--- src/rtl/io_port_bridge_if.sv ---
// Port bundle between the datapath/device side and io_port_bridge.
//   slave  : the bridge itself (receives strobes, drives heads/status)
//   master : whoever drives the datapath strobes and device handshake
// cpu_* : datapath OUTPUT/INPUT port side
// dev_* : external device valid/ready side
// last_out, out_count, in_count, overflow, underflow, status_clr : status
interface io_port_bridge_if #(
   parameter int BITS      = 32,
   parameter int OUT_DEPTH = 4,
   parameter int IN_DEPTH  = 4
) ();
   localparam int OCW = $clog2(OUT_DEPTH) + 1;
   localparam int ICW = $clog2(IN_DEPTH) + 1;

   logic            cpu_out_wr;
   logic [BITS-1:0] cpu_out_data;
   logic            cpu_out_full;
   logic            cpu_in_rd;
   logic [BITS-1:0] cpu_in_data;
   logic            cpu_in_empty;
   logic            dev_out_valid;
   logic [BITS-1:0] dev_out_data;
   logic            dev_out_ready;
   logic            dev_in_valid;
   logic [BITS-1:0] dev_in_data;
   logic            dev_in_ready;
   logic [BITS-1:0] last_out;
   logic [OCW-1:0]  out_count;
   logic [ICW-1:0]  in_count;
   logic            overflow;
   logic            underflow;
   logic            status_clr;

   modport slave (
      input  cpu_out_wr, cpu_out_data, cpu_in_rd, dev_out_ready,
             dev_in_valid, dev_in_data, status_clr,
      output cpu_out_full, cpu_in_data, cpu_in_empty, dev_out_valid,
             dev_out_data, dev_in_ready, last_out, out_count, in_count,
             overflow, underflow
   );

   modport master (
      output cpu_out_wr, cpu_out_data, cpu_in_rd, dev_out_ready,
             dev_in_valid, dev_in_data, status_clr,
      input  cpu_out_full, cpu_in_data, cpu_in_empty, dev_out_valid,
             dev_out_data, dev_in_ready, last_out, out_count, in_count,
             overflow, underflow
   );
endinterface

--- src/rtl/io_port_bridge.sv ---
// Device-side end of the processor INPUT/OUTPUT port.
// Output path: datapath OUTPUTin strobes words into a show-ahead FIFO that
// drains to the device over valid/ready. Input path: device words fill a
// second show-ahead FIFO whose head feeds INPUTUnit, popped on INPUTout.
// Ports:
//   clk   : system clock, rising edge
//   reset : asynchronous active-low clear of pointers, counts and flags
//   bus   : io_port_bridge_if.slave carrying all data/handshake/status
module io_port_bridge #(
   parameter int BITS      = 32,
   parameter int OUT_DEPTH = 4,
   parameter int IN_DEPTH  = 4
) (
   input  logic              clk,
   input  logic              reset,
   io_port_bridge_if.slave   bus
);
   localparam int OPW = $clog2(OUT_DEPTH);
   localparam int IPW = $clog2(IN_DEPTH);
   localparam int OCW = OPW + 1;
   localparam int ICW = IPW + 1;
   localparam logic [OCW-1:0] OUT_FULL = OCW'(OUT_DEPTH);
   localparam logic [ICW-1:0] IN_FULL  = ICW'(IN_DEPTH);

   logic [BITS-1:0] out_mem_q [OUT_DEPTH];
   logic [BITS-1:0] in_mem_q  [IN_DEPTH];

   logic [OPW-1:0]  out_wp_q, out_wp_d, out_rp_q, out_rp_d;
   logic [OCW-1:0]  out_cnt_q, out_cnt_d;
   logic [IPW-1:0]  in_wp_q, in_wp_d, in_rp_q, in_rp_d;
   logic [ICW-1:0]  in_cnt_q, in_cnt_d;
   logic [BITS-1:0] last_q, last_d;
   logic            ovf_q, ovf_d, unf_q, unf_d;

   logic out_push, out_pop, in_push, in_pop;

   always_comb begin
      out_pop  = (out_cnt_q != '0) && bus.dev_out_ready;
      // A full FIFO still accepts a write when the head leaves this cycle.
      out_push = bus.cpu_out_wr && ((out_cnt_q != OUT_FULL) || out_pop);
      in_push  = bus.dev_in_valid && (in_cnt_q != IN_FULL);
      in_pop   = bus.cpu_in_rd && (in_cnt_q != '0);

      out_wp_d  = out_push ? out_wp_q + OPW'(1) : out_wp_q;
      out_rp_d  = out_pop  ? out_rp_q + OPW'(1) : out_rp_q;
      out_cnt_d = out_cnt_q + OCW'(out_push) - OCW'(out_pop);
      last_d    = out_push ? bus.cpu_out_data : last_q;

      in_wp_d   = in_push ? in_wp_q + IPW'(1) : in_wp_q;
      in_rp_d   = in_pop  ? in_rp_q + IPW'(1) : in_rp_q;
      in_cnt_d  = in_cnt_q + ICW'(in_push) - ICW'(in_pop);

      // New error events win over a coincident clear.
      ovf_d = (bus.cpu_out_wr && !out_push) || (ovf_q && !bus.status_clr);
      unf_d = (bus.cpu_in_rd && (in_cnt_q == '0)) || (unf_q && !bus.status_clr);
   end

   always_ff @(posedge clk or negedge reset) begin
      if (!reset) begin
         out_wp_q  <= '0;
         out_rp_q  <= '0;
         out_cnt_q <= '0;
         in_wp_q   <= '0;
         in_rp_q   <= '0;
         in_cnt_q  <= '0;
         last_q    <= '0;
         ovf_q     <= 1'b0;
         unf_q     <= 1'b0;
      end else begin
         out_wp_q  <= out_wp_d;
         out_rp_q  <= out_rp_d;
         out_cnt_q <= out_cnt_d;
         in_wp_q   <= in_wp_d;
         in_rp_q   <= in_rp_d;
         in_cnt_q  <= in_cnt_d;
         last_q    <= last_d;
         ovf_q     <= ovf_d;
         unf_q     <= unf_d;
      end
   end

   // Storage is not reset; the counts gate every use of it.
   always_ff @(posedge clk) begin
      if (out_push) out_mem_q[out_wp_q] <= bus.cpu_out_data;
      if (in_push)  in_mem_q[in_wp_q]   <= bus.dev_in_data;
   end

   assign bus.cpu_out_full  = (out_cnt_q == OUT_FULL);
   assign bus.dev_out_valid = (out_cnt_q != '0);
   assign bus.dev_out_data  = out_mem_q[out_rp_q];
   assign bus.cpu_in_empty  = (in_cnt_q == '0);
   assign bus.cpu_in_data   = (in_cnt_q == '0) ? '0 : in_mem_q[in_rp_q];
   assign bus.dev_in_ready  = (in_cnt_q != IN_FULL);
   assign bus.last_out      = last_q;
   assign bus.out_count     = out_cnt_q;
   assign bus.in_count      = in_cnt_q;
   assign bus.overflow      = ovf_q;
   assign bus.underflow     = unf_q;
endmodule

--- src/flat_wrapper.sv ---
// flat-port wrapper written by rule: the top's interface ports become plain ports
module io_port_bridge_flat 
#(
   parameter int BITS      = 32,
   parameter int OUT_DEPTH = 4,
   parameter int IN_DEPTH  = 4
)
  (clk, reset, bus_cpu_out_wr, bus_cpu_out_data, bus_cpu_in_rd, bus_dev_out_ready, bus_dev_in_valid, bus_dev_in_data, bus_status_clr, bus_cpu_out_full, bus_cpu_in_data, bus_cpu_in_empty, bus_dev_out_valid, bus_dev_out_data, bus_dev_in_ready, bus_last_out, bus_out_count, bus_in_count, bus_overflow, bus_underflow);
  io_port_bridge_if #(.BITS(BITS), .OUT_DEPTH(OUT_DEPTH), .IN_DEPTH(IN_DEPTH)) bus_i ();
  input  logic clk;
  input  logic reset;
  input wire logic [$bits(bus_i.cpu_out_wr)-1:0] bus_cpu_out_wr;
  input wire logic [$bits(bus_i.cpu_out_data)-1:0] bus_cpu_out_data;
  input wire logic [$bits(bus_i.cpu_in_rd)-1:0] bus_cpu_in_rd;
  input wire logic [$bits(bus_i.dev_out_ready)-1:0] bus_dev_out_ready;
  input wire logic [$bits(bus_i.dev_in_valid)-1:0] bus_dev_in_valid;
  input wire logic [$bits(bus_i.dev_in_data)-1:0] bus_dev_in_data;
  input wire logic [$bits(bus_i.status_clr)-1:0] bus_status_clr;
  output wire logic [$bits(bus_i.cpu_out_full)-1:0] bus_cpu_out_full;
  output wire logic [$bits(bus_i.cpu_in_data)-1:0] bus_cpu_in_data;
  output wire logic [$bits(bus_i.cpu_in_empty)-1:0] bus_cpu_in_empty;
  output wire logic [$bits(bus_i.dev_out_valid)-1:0] bus_dev_out_valid;
  output wire logic [$bits(bus_i.dev_out_data)-1:0] bus_dev_out_data;
  output wire logic [$bits(bus_i.dev_in_ready)-1:0] bus_dev_in_ready;
  output wire logic [$bits(bus_i.last_out)-1:0] bus_last_out;
  output wire logic [$bits(bus_i.out_count)-1:0] bus_out_count;
  output wire logic [$bits(bus_i.in_count)-1:0] bus_in_count;
  output wire logic [$bits(bus_i.overflow)-1:0] bus_overflow;
  output wire logic [$bits(bus_i.underflow)-1:0] bus_underflow;
  assign bus_i.cpu_out_wr = bus_cpu_out_wr;
  assign bus_i.cpu_out_data = bus_cpu_out_data;
  assign bus_i.cpu_in_rd = bus_cpu_in_rd;
  assign bus_i.dev_out_ready = bus_dev_out_ready;
  assign bus_i.dev_in_valid = bus_dev_in_valid;
  assign bus_i.dev_in_data = bus_dev_in_data;
  assign bus_i.status_clr = bus_status_clr;
  assign bus_cpu_out_full = bus_i.cpu_out_full;
  assign bus_cpu_in_data = bus_i.cpu_in_data;
  assign bus_cpu_in_empty = bus_i.cpu_in_empty;
  assign bus_dev_out_valid = bus_i.dev_out_valid;
  assign bus_dev_out_data = bus_i.dev_out_data;
  assign bus_dev_in_ready = bus_i.dev_in_ready;
  assign bus_last_out = bus_i.last_out;
  assign bus_out_count = bus_i.out_count;
  assign bus_in_count = bus_i.in_count;
  assign bus_overflow = bus_i.overflow;
  assign bus_underflow = bus_i.underflow;
  io_port_bridge #(.BITS(BITS), .OUT_DEPTH(OUT_DEPTH), .IN_DEPTH(IN_DEPTH)) u_core (.clk(clk), .reset(reset), .bus(bus_i));
endmodule
--- config.mk ---
export PLATFORM = sky130hd
export DESIGN_NAME = io_port_bridge_flat
export DESIGN_NICKNAME = d
export VERILOG_FILES = /design/src/rtl/io_port_bridge_if.sv /design/src/rtl/io_port_bridge.sv /design/src/flat_wrapper.sv
export SDC_FILE = /design/constraint.sdc
export NUM_CORES = 1
export LEC_CHECK = 0
export ABC_AREA = 1
export CAP_MARGIN = 20
export CORE_MARGIN = 2
export CORE_UTILIZATION = 54
export DETAILED_ROUTE_END_ITERATION = 10
export GPL_TIMING_DRIVEN = 0
export PLACE_DENSITY = 0.82
export SLEW_MARGIN = 5
export SYNTH_ARGS = -nofsm -noshare
export SYNTH_HDL_FRONTEND = slang
export SYNTH_SLANG_ARGS = --single-unit
--- constraint.sdc ---
create_clock -name clk -period 3.33 [get_ports clk]
set_clock_uncertainty 0.05 [all_clocks]
set_input_delay 0.666 -clock clk [delete_from_list [all_inputs] [get_ports clk]]
set_output_delay 0.666 -clock clk [all_outputs]
set_load 0.005 [all_outputs]
# After elaboration in Yosys (flattened, before gate mapping)
# Memories as Yosys holds them, arrays and structs flattened.
# Cells that the tools add are included.
[word_totals] ram_bits=256 input_bits=71 reg_bits=48 n_memories=2 word_cells=43 output_inout_bits=108
[op_classes] muxes=5 addsub=8 n_reduce_logical=16 n_eq_ne=3
[mem_list] name="u_core.in_mem_q" depth=4 word_bits=32 rd=1 rd_ports_with_merged_regs=0 write_ports=1 line_no="io_port_bridge.sv:26" rtl="logic [BITS-1:0] in_mem_q [IN_DEPTH];"
[mem_list] name="u_core.out_mem_q" depth=4 word_bits=32 rd=1 rd_ports_with_merged_regs=0 write_ports=1 line_no="io_port_bridge.sv:25" rtl="logic [BITS-1:0] out_mem_q [OUT_DEPTH];"
[ops] cell="$mux 32" count=1
[ops] cell="$add 2x1->2 const B" count=4
[ops] cell="$logic_and 1x1->1" count=8
[ops] cell="$add 3x1->3" count=2
[ops] cell="$ne 3x3->1 const B" count=2
[ops] cell="$reduce_bool 3->1" count=2
[ops] cell="$sub 3x1->3" count=2
[ops] cell="$mux 1" count=4
[ops] cell="$eq 3x3->1 const B" count=1
[ops] cell="$logic_not 3->1" count=1
[ops] cell="$logic_or 1x1->1" count=3
[ops] cell="$logic_not 1->1" count=2

# Logic depth before layout (Yosys ltp)
[depth] word_depth=7 depth_mapped=12

# Least setup slack after synthesis
# No wires, ideal clock.
[synth_path] kind="input to register" startpoint="input port bus_cpu_out_wr" endpoint="memory u_core.out_mem_q[0][0], enable pin" stages=4 setup_time_ps=421 path_slack_ps=427 arrival_ps=2432 t_required_ps=2859 cell_sequence="buf_2 nand2_2 buf_2 nor2_1"
[synth_between] elab_chain_cells=3
[synth_rtl] element="start: declaration" line_no="flat_wrapper.sv:12" rtl="input wire logic [$bits(bus_i.cpu_out_wr)-1:0] bus_cpu_out_wr;"
[synth_rtl] element="$logic_and 1x1->1" line_no="io_port_bridge.sv:40" rtl="out_push = bus.cpu_out_wr && ((out_cnt_q != OUT_FULL) || out_pop);"
[synth_rtl] element="$mux 1" line_no="io_port_bridge.sv:84" rtl="if (out_push) out_mem_q[out_wp_q] <= bus.cpu_out_data;"
[synth_rtl] element="$mux 1 (implied by the code)" line_no="io_port_bridge.sv:84"
[synth_rtl] element="end: declaration" line_no="io_port_bridge.sv:25"
# Every way passes these cells.

# Worst setup path in the final report
[layout_path] startpoint="register u_core.out_rp_q[0]" endpoint="output port bus_dev_out_data[26]"
[layout_between] elab_chain_cells=1
[layout_rtl] element="start: declaration" line_no="io_port_bridge.sv:28" rtl="logic [OPW-1:0] out_wp_q, out_wp_d, out_rp_q, out_rp_d;"
[layout_rtl] element="start signal: assignment" line_no="io_port_bridge.sv:71" rtl="out_rp_q <= out_rp_d;"
[layout_rtl] element="$mem_v2 4x32"
[layout_rtl] element="end: declaration" line_no="flat_wrapper.sv:23" rtl="output wire logic [$bits(bus_i.dev_out_data)-1:0] bus_dev_out_data;"
# Every way passes these cells.

==> impl_summary.log <==
[metrics] result of the run: complete, no violations
[metrics] final critical-path share of the clock period: 0.959
[metrics] synthesized area divided by synthesized cell count: 11.3 um^2
[metrics] FF-to-FF setup slack: 0.87 ns
[metrics] number of inserted filler cells in the final layout: between 1,500 and 2,000
[metrics] combinational fraction of design power: 0.384
[metrics] number of placed instances with taps included: approximately 1,600
[metrics] clock-pin slew reported for the worst setup and hold paths after clock tree synthesis: 0.06 ns
[metrics] synthesized cell area: 12,400 um^2
[metrics] highest cell delay on the worst timing path: ~0.57 ns
[metrics] share of the core filled with cells: 0.700
[metrics] total overflow reported by the global router: 0
[metrics] Hold Violations, Final: 0
[metrics] Max stage delay cell, worst path: sky130_fd_sc_hd__clkdlybuf4s50_1
[metrics] number of different library cells in the post-synthesis netlist: 22
[metrics] Cell Pwr Density: around 900 nW/um^2
[metrics] arrival time of data at the critical path endpoint: between 2 and 2.5 ns
[metrics] required time reported for the critical path endpoint: approximately 2.6 ns
[metrics] First-pass DRT Iterations: 5
[metrics] cell accounting for the most synthesized area: sky130_fd_sc_hd__edfxtp_1
[metrics] CTS tree: done
[metrics] WL final: between 20 and 30 mm
[metrics] Crit Path Max Fanout: 10
[metrics] cells traversed along the worst timing path: buf_2, buf_2, nor2_1, o21ai_0, clkdlybuf4s50_1
[metrics] count of synthesis-stage warnings from yosys: 0
[metrics] number of rows in the core area: between 50 and 60
[metrics] Core Box Area: 22,600 um^2
[metrics] main area contributors after synthesis: sky130_fd_sc_hd__edfxtp_1 62%, sky130_fd_sc_hd__dfrtp_1 9.7%, sky130_fd_sc_hd__nand2_1 6.6%
[metrics] placed inst area: 14,800 um^2
[metrics] last weighted congestion value of the routability-driven placer: around 0.79
[metrics] clock buffer depth: 3
[metrics] clock insertion delay at the later pin of the skew report: roughly 0.54 ns
[metrics] number of levels the H-tree was split into: 1
[metrics] Final setup violation count: 0
[metrics] Crit path top cell by count: sky130_fd_sc_hd__buf_2
[metrics] CTS Buf Count: 30
[metrics] detailed-placement wirelength estimate: 19.3 mm
[metrics] share of flip-flops with an asynchronous set or reset: 0.158
[metrics] most instantiated flip-flop cell in the synthesis netlist: sky130_fd_sc_hd__edfxtp_1
[metrics] I/O pins: roughly 180
[metrics] end of the critical path: bus_dev_out_data[26]
[metrics] count of cells along the worst register-to-register path: 8
[metrics] final cell count without fillers: ~1,600
[metrics] post-placement worst setup slack: ~0.24 ns
[metrics] # nets final: ~1,400
[metrics] pin count of the biggest net entering global routing: 28
[metrics] clock period minus worst slack: roughly 3.2 ns
[metrics] post-synthesis to final-layout area growth: 27.4%
[metrics] cell area after layout: between 15,000 and 20,000 um^2
[metrics] most common cell in the netlist: sky130_fd_sc_hd__edfxtp_1
[metrics] register cell area after layout: 8890 um^2
[metrics] antenna violations before repair: 1
[metrics] Avg WL per Cell: 18.0 um
[metrics] area share of the leading cell type in the synthesized netlist: 0.620
[metrics] Worst setup startpoint: u_core.out_rp_q[0]
[metrics] Starting Density: 0.550
[metrics] number of DRC markers in iteration 0: approximately 710
[metrics] Reg-to-Reg End: u_core.bus.out_count[2]
[metrics] share of power burned in the clock network: 0.243
[metrics] Residual DRC: 0
[metrics] die boundary width: approximately 160 um
[metrics] Die Footprint: approximately 24,000 um^2
[metrics] type of the worst setup path: reg -> out
[metrics] sequential share of power: 0.373
[metrics] Clk Tree Root Cell: sky130_fd_sc_hd__clkbuf_16
[metrics] share of synthesized area occupied by flip-flops and latches: 0.716
[metrics] switching portion of total power: 0.327
[metrics] cells after synthesis: approximately 1,100
[metrics] vias after detailed routing: a little under 9,000
[metrics] number of setup buffers added after CTS: 0
[metrics] flip-flop and latch count after synthesis: approximately 300
[metrics] number of port buffers: approximately 180
[metrics] beginning of the worst register-to-register path: u_core.bus.out_count[1]
[metrics] Int Power: 9.38 mW
[metrics] Critical Path Sink Type: output port
[metrics] global routing usage summed across all routing layers: 0.243
[metrics] largest vdd supply drop: 0.504 mV
[metrics] class of the most critical hold timing path: in -> async
[metrics] commonest cells in the netlist: 256 x sky130_fd_sc_hd__edfxtp_1, 219 x sky130_fd_sc_hd__nand2_1, 159 x sky130_fd_sc_hd__inv_1
[metrics] max-slew headroom at the worst pin: 0.613
[metrics] power spent charging and discharging nets: between 4 and 5 mW
[metrics] Static Leakage: roughly 6.5 nW
[metrics] via count of the first global-routing pass: between 8,000 and 9,000
[metrics] RSZ-0062 raised after global routing: false
[metrics] count of maximum capacitance violations: 0
[metrics] max-slew violations: 0
[metrics] via/cell ratio: 5.32
[metrics] Post-synth EDFFs: roughly 260
[metrics] ANT nets after route: 0
[metrics] Die Y: between 150 and 200 um
[metrics] FMAX: between 300 and 400 MHz
[metrics] clk sinks: about 300
[metrics] global-route wire length before repair: around 46 mm
[metrics] element type at the critical path start: register
[metrics] Synth Net Count: 1,187
[metrics] final setup margin: about 0.14 ns
[metrics] fraction of final layout cells with drive strength greater than 1: 0.0833
[metrics] multi-input logic area: about 2700 um^2
[metrics] Least-Margin Pin Slew: between 0.5 and 0.6 ns
routing by layer:
layer / vias up / routed length [um] / global-route usage
met5: - / 0 / 0
met4: 0 / 574 / 0.0721
met3: 46 / 1990 / 0.0353
met2: 346 / 14800 / 0.414
met1: 4205 / 11900 / 0.329
li1: 4080 / - / -
metrics by stage:
| step | TNS [ns] | hold WS, ns | total power [mW] |
|---|---|---|---|
| 3_3_place_gp | -273.55 | 0.404 | 10.3 |
| 5_1_grt | 0 | 0.0885 | 14.7 |
| 2_1_floorplan | 0 | 0.320 | 7.73 |
| 6_report | 0 | 0.0532 | 13.9 |
| 3_5_place_dp | 0 | 0.408 | 10.6 |
| 4_1_cts | 0 | 0.0614 | 14.0 |
how the worst min path moves through the flow:
stage	from	end	slack (ns)
2_1_floorplan	reset	u_core.bus.in_count[0]	0.32
3_3_place_gp	u_core.bus.last_out[7]	u_core.bus.last_out[7]	0.40
3_5_place_dp	u_core.bus.last_out[7]	u_core.bus.last_out[7]	0.41
4_1_cts	reset	u_core.bus.underflow	0.06
5_1_grt	reset	u_core.bus.last_out[24]	0.09
6_report	reset	u_core.bus.last_out[24]	0.05
power by group through the flow:
stage	Clock, mW	Sequential (mW)	Combinational [mW]
final	3.39	5.21	5.35
after global routing	3.59	5.27	5.87
after CTS	3.43	5.20	5.38
after detailed placement	0	5.27	5.32
after global placement	0	5.30	4.99
after floorplan	0	5.25	2.48
registers in the layout, summed over array words and instances, names as in the netlist:
name and flops:
u_core.bus.in_count 3, u_core.bus.last_out 32, u_core.bus.out_count 3, u_core.bus.overflow 1, u_core.bus.underflow 1, u_core.in_mem_q 128, u_core.in_rp_q 2, u_core.in_wp_q 2
u_core.out_mem_q 128, u_core.out_rp_q 2, u_core.out_wp_q 2
critical path, delay by kind of cell, from the launching register on:
family          cells  cell delay, ns
buf+inv             3            1.13
simple gates        1            0.07
compound gates      1            0.28
flops               1            0.45
kinds of logic after synthesis:
family	share of synthesized area
xor+xnor	0.00282
flops	0.716
buf+inv	0.0707
fa+ha+maj	0.0153
simple gates	0.141
compound gates	0.0533
placed cells by master (no fill, tap or decap), drive strengths merged:
master         Yosys  final
clkdlybuf4s50      0    176
inv              162    163
xnor2              4      4
nor2             106    106
buf               40     49
clkinvlp           0      1
diode              0      1
clkinv             1      9
nand3            104    104
o21ai            100    100
dfrtp             48     48
edfxtp           256    256
clkbuf            15     59
nand2            220    220
ha                12     12
bufinv             0      3
a21oi             32     32
fa                 2      2
area by class of cell:
type                       count  share of cell area
sequential                   304               0.562
multi-input combinational    580               0.171
timing repair buffer         186               0.124
clock buffer                  43              0.0551
inverter                     163              0.0387
tap                          285              0.0226
buffer                        55              0.0176
clock inverter                13             0.00902
antenna                        1            0.000158
what timing repair did:
item | 4_1_cts | 5_1_grt
setup endpoints to repair | 5 | 27
hold buffers | 0 | 0
pin swaps | 0 | 0
resized for setup | 4 | 11
Note: power is estimated with default switching activity, not from simulation.
